--- src/rtl/fdiv_if.sv ---
// fdiv_if: request/result bundle for the sequential single-precision divider.
//
// Handshake (one rule for the whole bundle):
//   The master may raise req with x/y valid in any cycle. The slave accepts
//   on a rising edge where req=1 and busy=0, and it raises busy on that same
//   edge. A req that is seen while busy=1 is dropped, not queued. The result
//   is delivered as a one-cycle valid pulse; rslt/flag are registered and
//   hold until the next valid. There is no result back-pressure. A new req
//   may be accepted in the valid cycle.
//
// Signals:
//   req       master->slave  start request
//   x, y      master->slave  dividend / divisor, IEEE single
//   busy      slave->master  operation in flight
//   valid     slave->master  one-cycle result pulse
//   rslt      slave->master  quotient, IEEE single
//   flag      slave->master  {NV, DZ, OF, UF, NX}
//   dbg_state slave->master  FSM state, for observation only
interface fdiv_if;
  logic        req;
  logic [31:0] x;
  logic [31:0] y;
  logic        busy;
  logic        valid;
  logic [31:0] rslt;
  logic [4:0]  flag;
  logic [2:0]  dbg_state;

  modport master (
    output req, x, y,
    input  busy, valid, rslt, flag, dbg_state
  );

  modport slave (
    input  req, x, y,
    output busy, valid, rslt, flag, dbg_state
  );
endinterface

--- src/rtl/fdiv.sv ---
// fdiv: sequential IEEE-754 single-precision divider, rslt = x / y.
//
// Radix-2 restoring iteration, one quotient bit per clock. Every operation,
// special operands included, takes exactly 29 clocks from the accepting edge
// to the edge that raises valid:
//   IDLE -> PRE (1) -> ALN (1) -> DIV (26) -> RND (1) -> IDLE
// PRE classifies the operands, normalises subnormal mantissas and forms the
// exponent; ALN pre-shifts the dividend so the quotient lies in [1,2) and
// loads the remainder; DIV produces 24 significand bits plus guard and round;
// RND denormalises tiny results, rounds to nearest-even and writes the flags.
//
// Ports:
//   clk    rising-edge clock
//   reset  asynchronous, active-high reset (abandons any operation)
//   bus    fdiv_if.slave: req/x/y in, busy/valid/rslt/flag/dbg_state out
module fdiv (
  input  logic    clk,
  input  logic    reset,
  fdiv_if.slave   bus
);

  typedef enum logic [2:0] {
    IDLE = 3'd0,
    PRE  = 3'd1,
    ALN  = 3'd2,
    DIV  = 3'd3,
    RND  = 3'd4
  } state_t;

  state_t             state;
  logic [31:0]        xr, yr;
  logic [23:0]        mxn, myn;
  logic signed [9:0]  e;
  logic [25:0]        r;
  logic [25:0]        q;
  logic [4:0]         cnt;
  logic               spec_v;
  logic [31:0]        spec_rslt;
  logic [4:0]         spec_flag;
  logic               busy_r, valid_r;
  logic [31:0]        rslt_r;
  logic [4:0]         flag_r;

  // Leading-zero count of a 24-bit mantissa (24 when all zero).
  function automatic logic [4:0] lzc24(input logic [23:0] m);
    logic [4:0] n;
    n = 5'd24;
    for (int i = 0; i < 24; i++)
      if (m[i]) n = 5'(23 - i);
    return n;
  endfunction

  // ---------------- PRE: classify, normalise, exponent ----------------
  logic [7:0]        ex, ey;
  logic [22:0]       fx, fy;
  logic              x_nan, y_nan, x_snan, y_snan, x_inf, y_inf, x_zero, y_zero;
  logic              sgn;
  logic [23:0]       mx_raw, my_raw;
  logic [4:0]        lzx, lzy;
  logic signed [9:0] ex_eff, ey_eff, e_pre;
  logic              pre_spec_v;
  logic [31:0]       pre_spec_rslt;
  logic [4:0]        pre_spec_flag;

  assign ex     = xr[30:23];
  assign ey     = yr[30:23];
  assign fx     = xr[22:0];
  assign fy     = yr[22:0];
  assign sgn    = xr[31] ^ yr[31];
  assign x_nan  = (&ex) & (|fx);
  assign y_nan  = (&ey) & (|fy);
  assign x_snan = x_nan & ~fx[22];
  assign y_snan = y_nan & ~fy[22];
  assign x_inf  = (&ex) & ~(|fx);
  assign y_inf  = (&ey) & ~(|fy);
  assign x_zero = ~(|ex) & ~(|fx);
  assign y_zero = ~(|ey) & ~(|fy);
  assign mx_raw = {|ex, fx};
  assign my_raw = {|ey, fy};
  assign lzx    = lzc24(mx_raw);
  assign lzy    = lzc24(my_raw);
  // A zero exponent field means exponent 1 for a subnormal; normalising then
  // lowers it by the shift amount.
  assign ex_eff = ((|ex) ? {2'b00, ex} : 10'sd1) - {5'b0, lzx};
  assign ey_eff = ((|ey) ? {2'b00, ey} : 10'sd1) - {5'b0, lzy};
  assign e_pre  = ex_eff - ey_eff + 10'sd127;

  always_comb begin
    pre_spec_v    = 1'b1;
    pre_spec_rslt = 32'h0;
    pre_spec_flag = 5'b0;
    if (x_nan) begin
      pre_spec_rslt = xr | 32'h0040_0000;
      pre_spec_flag = {x_snan | y_snan, 4'b0};
    end else if (y_nan) begin
      pre_spec_rslt = yr | 32'h0040_0000;
      pre_spec_flag = {y_snan, 4'b0};
    end else if ((x_zero & y_zero) | (x_inf & y_inf)) begin
      pre_spec_rslt = 32'hffc0_0000;
      pre_spec_flag = 5'b10000;
    end else if (x_inf) begin
      pre_spec_rslt = {sgn, 31'h7f80_0000};
    end else if (y_inf) begin
      pre_spec_rslt = {sgn, 31'h0};
    end else if (y_zero) begin
      pre_spec_rslt = {sgn, 31'h7f80_0000};
      pre_spec_flag = 5'b01000;
    end else if (x_zero) begin
      pre_spec_rslt = {sgn, 31'h0};
    end else begin
      pre_spec_v = 1'b0;
    end
  end

  // ---------------- DIV: one restoring step ----------------
  logic [26:0] diff;
  assign diff = {1'b0, r} - {3'b000, myn};

  // ---------------- RND: denormalise, round, flags ----------------
  logic              sticky0, e_le0, lost, st, g, rd, up, nx, tiny, of;
  logic signed [9:0] sh_raw;
  logic [4:0]        sh;
  logic [25:0]       qs;
  logic [23:0]       mant;
  logic [7:0]        ef;
  logic [30:0]       sum;
  logic [31:0]       res_rslt;
  logic [4:0]        res_flag;

  always_comb begin
    sticky0 = |r;
    e_le0   = (e <= 10'sd0);
    sh_raw  = 10'sd1 - e;
    sh      = 5'd0;
    if (e_le0) sh = (sh_raw > 10'sd26) ? 5'd26 : sh_raw[4:0];
    qs      = q >> sh;
    // Bits pushed out by the subnormal shift fold into sticky.
    lost    = |(q & ~(26'h3ff_ffff << sh));
    st      = sticky0 | lost;
    mant    = qs[25:2];
    g       = qs[1];
    rd      = qs[0];
    up      = g & (rd | st | mant[0]);
    nx      = g | rd | st;
    ef      = e_le0 ? 8'd0 : e[7:0];
    // Rounding carry ripples into the exponent field on its own.
    sum     = {ef, mant[22:0]} + 31'(up);
    of      = (e >= 10'sd255) | (&sum[30:23]);
    // Tininess judged after rounding to 24 bits with unbounded exponent:
    // at e==0 only an all-ones significand that rounds up escapes.
    tiny    = (e < 10'sd0) | ((e == 10'sd0) & ~(&q[25:1]));
    if (of) begin
      res_rslt = {sgn, 31'h7f80_0000};
      res_flag = 5'b00101;
    end else begin
      res_rslt = {sgn, sum};
      res_flag = {3'b000, tiny & nx, nx};
    end
  end

  // ---------------- control and datapath registers ----------------
  always_ff @(posedge clk or posedge reset) begin
    if (reset) begin
      state     <= IDLE;
      xr        <= '0;
      yr        <= '0;
      mxn       <= '0;
      myn       <= '0;
      e         <= '0;
      r         <= '0;
      q         <= '0;
      cnt       <= '0;
      spec_v    <= 1'b0;
      spec_rslt <= '0;
      spec_flag <= '0;
      busy_r    <= 1'b0;
      valid_r   <= 1'b0;
      rslt_r    <= '0;
      flag_r    <= '0;
    end else begin
      valid_r <= 1'b0;
      case (state)
        IDLE: begin
          if (bus.req) begin
            xr     <= bus.x;
            yr     <= bus.y;
            busy_r <= 1'b1;
            state  <= PRE;
          end
        end
        PRE: begin
          spec_v    <= pre_spec_v;
          spec_rslt <= pre_spec_rslt;
          spec_flag <= pre_spec_flag;
          mxn       <= mx_raw << lzx;
          myn       <= my_raw << lzy;
          e         <= e_pre;
          state     <= ALN;
        end
        ALN: begin
          // Doubling a smaller dividend keeps the quotient in [1,2).
          if (mxn < myn) begin
            r <= {1'b0, mxn, 1'b0};
            e <= e - 10'sd1;
          end else begin
            r <= {2'b00, mxn};
          end
          q     <= '0;
          cnt   <= '0;
          state <= DIV;
        end
        DIV: begin
          if (!diff[26]) begin
            q <= {q[24:0], 1'b1};
            r <= diff[25:0] << 1;
          end else begin
            q <= {q[24:0], 1'b0};
            r <= r << 1;
          end
          cnt <= cnt + 5'd1;
          if (cnt == 5'd25) state <= RND;
        end
        RND: begin
          rslt_r  <= spec_v ? spec_rslt : res_rslt;
          flag_r  <= spec_v ? spec_flag : res_flag;
          valid_r <= 1'b1;
          busy_r  <= 1'b0;
          state   <= IDLE;
        end
        default: state <= IDLE;
      endcase
    end
  end

  assign bus.busy      = busy_r;
  assign bus.valid     = valid_r;
  assign bus.rslt      = rslt_r;
  assign bus.flag      = flag_r;
  assign bus.dbg_state = state;

endmodule

--- src/flat_wrapper.sv ---
// flat-port wrapper written by rule: the top's interface ports become plain ports
module fdiv_flat 
  (clk, reset, bus_req, bus_x, bus_y, bus_busy, bus_valid, bus_rslt, bus_flag, bus_dbg_state);
  fdiv_if bus_i ();
  input  logic clk;
  input  logic reset;
  input wire logic [$bits(bus_i.req)-1:0] bus_req;
  input wire logic [$bits(bus_i.x)-1:0] bus_x;
  input wire logic [$bits(bus_i.y)-1:0] bus_y;
  output wire logic [$bits(bus_i.busy)-1:0] bus_busy;
  output wire logic [$bits(bus_i.valid)-1:0] bus_valid;
  output wire logic [$bits(bus_i.rslt)-1:0] bus_rslt;
  output wire logic [$bits(bus_i.flag)-1:0] bus_flag;
  output wire logic [$bits(bus_i.dbg_state)-1:0] bus_dbg_state;
  assign bus_i.req = bus_req;
  assign bus_i.x = bus_x;
  assign bus_i.y = bus_y;
  assign bus_busy = bus_i.busy;
  assign bus_valid = bus_i.valid;
  assign bus_rslt = bus_i.rslt;
  assign bus_flag = bus_i.flag;
  assign bus_dbg_state = bus_i.dbg_state;
  fdiv u_core (.clk(clk), .reset(reset), .bus(bus_i));
endmodule
--- config.mk ---
export PLATFORM = sky130hd
export DESIGN_NAME = fdiv_flat
export DESIGN_NICKNAME = d
export VERILOG_FILES = /design/src/rtl/fdiv_if.sv /design/src/rtl/fdiv.sv /design/src/flat_wrapper.sv
export SDC_FILE = /design/constraint.sdc
export NUM_CORES = 1
export LEC_CHECK = 0
export CAP_MARGIN = 20
export CELL_PAD_IN_SITES_DETAIL_PLACEMENT = 0
export CELL_PAD_IN_SITES_GLOBAL_PLACEMENT = 1
export CORE_MARGIN = 2
export CORE_UTILIZATION = 40
export DETAILED_ROUTE_END_ITERATION = 6
export PLACE_DENSITY_LB_ADDON = 0.08
export SLEW_MARGIN = 20
export SYNTH_ARGS = -nofsm -noshare
export SYNTH_HDL_FRONTEND = slang
export SYNTH_SLANG_ARGS = --single-unit
--- constraint.sdc ---
create_clock -name clk -period 21 [get_ports clk]
set_input_delay 6.3 -clock clk [delete_from_list [all_inputs] [get_ports clk]]
set_output_delay 6.3 -clock clk [all_outputs]
set_load 0.02 [all_outputs]
==> impl_metrics.ini <==
[detailed_routing]
firstDrtPassIters = 6
route.detailed.drc = 0
route.vias.total = 17111
finalWirelength_um = 65700
viasPerCell = 6.04
final_antenna_net_count = 0
drtIter0Drc = 1450
wire_per_inst_um = 23.2

[cts]
cts_tree = done
cts_sinks = 256
cts-resized-gates = 0
clockBufferDepth = 3
h-tree-depth = 2
post_cts_buffers = 0
postCtsHoldBufs = 0
root_buffer = clkbuf_16
clk_latency_ps = 550
cts.clk_slew.worst_paths_ps = 60
cts_buffers = 34

[placed_design]
dp_hpwl_um = 48800
post_dp_cell_area_mm2 = 0.0202
place_ws_ps = 12470
gp_congestion = 0.958
io_buffer_count = 108

[power_and_ir_drop]
pwr_density_cell_mw_per_mm2 = 176
p_leak_nw = 9.12
switchingPower_mw = 1.85
ir_drop_v = 0.0000962
p_int_mw = 1.89
swShare_pct = 49.4
pwr-share-seq_pct = 26.1
pwr-share-comb_pct = 58.6
clockPowerShare_pct = 15.2

[logic_synthesis]
seq_area_frac_synth_pct = 34.3
yosysWarnings = 0
postSynthCellCount = 2176
synth_cell_types = 97
syn-num-nets = 2322
avgSynthCellArea_um2 = 8.59
synth_edf_count = 0
syn_area_mm2 = 0.0187
synthFlopType = dfrtp_1
synthArstFlopShare_pct = 100
ys_ff_latch = 256

[critical_path]
cp.required_ps = 14700
cp_slowest_cell = clkdlybuf4s50_1
crit_type = register to output port
worstPathCellList = clkdlybuf4s50_1
cp_top_family = buffers and inverters
crit_buf_inv = 1
cp_max_fo = 9
cpPeakStageDelay_ps = 680
worst_setup_path_start_kind = register
end_kind = output port
worstPathArrival_ps = 1760

[final_layout]
final_core_util_pct = 46.0
layout_common_cells = 255 x dfrtp_1, 240 x nand2_1, 181 x nor2_1, 154 x o21ai_0, 140 x mux2i_1
final_common_cell = dfrtp_1
final_nets = 2347
area_delta_synth_final_pct = 14.1
stdcell_area_mm2 = 0.0213
drive_gt1_share_pct = 9.08
n_antenna_cell = 0

[sta]
maxSlewViolCount = 0
layout_setup_ws_ps = 12940
slew_headroom_pct = 31.7
fin_skew_ps = 19.7
fmax_mhz = 124
fin_crit_ps = 8060
tns_ps = 0
fin_crit_sh_pct = 38.4
worst_slew_pin_slew_ps = 1020
finalHoldViolations = 0
whs_ps = 470
rsz0062_at_grt = no
finalSetupViolCount = 0

[floorplan]
die-area_mm2 = 0.0485
start_util_pct = 40.3
core_mm2 = 0.0464
row_count = 79
io_pins = 109
die_width_um = 220
die_y_um = 220

[run]
cap_viol_max_count = 0

[grt]
grt_max_degree = 160
grt_antenna_before_repair = 0
grt_pass1_vias = 16322
grtUsageTotal_pct = 27.1
grt_pass1_wl_um = 101000
grt_overflow = 0

[min_path]
hold_class = register to register

[run_status]
status = complete, no violations
==> power groups by stage <==
stage / sequential (mW) / clock (mW) / combinational, mW
2_1_floorplan: 0.870 / 0 / 1.62
5_1_grt: 1.01 / 0.603 / 2.42
3_5_place_dp: 0.981 / 0 / 2.18
4_1_cts: 0.973 / 0.584 / 2.19
6_report: 0.978 / 0.570 / 2.19
3_3_place_gp: 0.977 / 0 / 2.17
==> metal layers <==
layer	routed length, um	GRT usage [%]
met1	30300	38.2
met2	31000	44.0
met3	2550	2.79
met4	1800	7.90
met5	0	0
==> worst paths after layout <==
path / cells past startpoint / slack [ps] / endpoint / start
min in group asynchronous: 2 / 6230 / u_core.q[21]$_DFFE_PP0P_ / reset
hold / removal: 2 / 470 / u_core.bus.flag[3]$_DFFE_PP0P_ / u_core.bus.flag[3]$_DFFE_PP0P_
hold reg to reg: 2 / 470 / u_core.bus.flag[3]$_DFFE_PP0P_ / u_core.bus.flag[3]$_DFFE_PP0P_
setup / recovery: 1 / 12940 / bus_dbg_state[2] / u_core.bus.dbg_state[2]$_DFFE_PP0P_
setup reg to reg: 18 / 13510 / u_core.bus.rslt[7]$_DFFE_PP0P_ / u_core.e[1]$_DFFE_PP0P_
max in group asynchronous: 3 / 13380 / u_core.r[3]$_DFFE_PP0P_ / reset
==> Yosys cell counts, types with 10 or more instances <==
master | instances | area [um2]
a211oi_1 | 30 | 225
a21o_1 | 14 | 105
a21oi_1 | 127 | 636
a221oi_1 | 39 | 342
a22o_1 | 10 | 87.6
a22oi_1 | 11 | 82.6
a31oi_1 | 20 | 125
a32oi_1 | 14 | 123
and2_1 | 12 | 75.1
and3_1 | 21 | 131
buf_2 | 10 | 50.1
clkbuf_1 | 115 | 432
dfrtp_1 | 256 | 6410
fa_1 | 12 | 240
ha_1 | 67 | 838
inv_1 | 94 | 353
mux2_2 | 57 | 642
mux2i_1 | 140 | 1400
nand2_1 | 242 | 908
nand2b_1 | 16 | 100
nand3_1 | 73 | 365
nand4_1 | 29 | 181
nor2_1 | 181 | 679
nor2b_1 | 24 | 150
nor3_1 | 46 | 230
nor4_1 | 29 | 181
o211ai_1 | 19 | 143
o21a_1 | 21 | 158
o21ai_0 | 155 | 776
o21ai_1 | 18 | 90.1
o21bai_1 | 11 | 82.6
o221ai_1 | 23 | 201
o22ai_1 | 32 | 200
o31ai_1 | 19 | 143
xnor2_1 | 32 | 280
xor2_1 | 19 | 166
==> registers in the layout, indices dropped and copies added (netlist names) <==
name                  cells
u_core.bus.dbg_state      3
u_core.yr                32
u_core.e                 10
u_core.myn               24
u_core.spec_v             1
u_core.bus.valid          1
u_core.mxn               24
u_core.bus.rslt          32
u_core.bus.flag           5
u_core.r                 26
u_core.bus.busy           1
u_core.xr                32
u_core.spec_flag          2
u_core.spec_rslt         32
u_core.q                 26
u_core.cnt                5
==> stage by stage <==
stage	instances	total power, mW
global placement	2772	3.14
detailed placement	2772	3.16
finish	2831	3.74
floorplan	2176	2.49
global route	2831	4.03
CTS	2831	3.75
==> cell families after synthesis <==
kind of cell	synth area share [%]
adders and majority gates	5.77
buffers and inverters	5.57
xor gates and xnor gates	2.48
DFF	34.3
muxes	11.2
AOI/OAI and AO/OA	22.6
and+or+nand+nor	18.1
==> final cells by class <==
cell class / count / area [um2]
Clock inverter: 10 / 81.3
Inverter: 97 / 372
Timing Repair Buffer: 139 / 1330
Tap cell: 607 / 759
Sequential cell: 256 / 6410
Clock buffer: 49 / 1010
Multi-Input combinational cell: 1673 / 11400
Fill cell: 4570 / 25000
(Power assumes the default switching activity.)
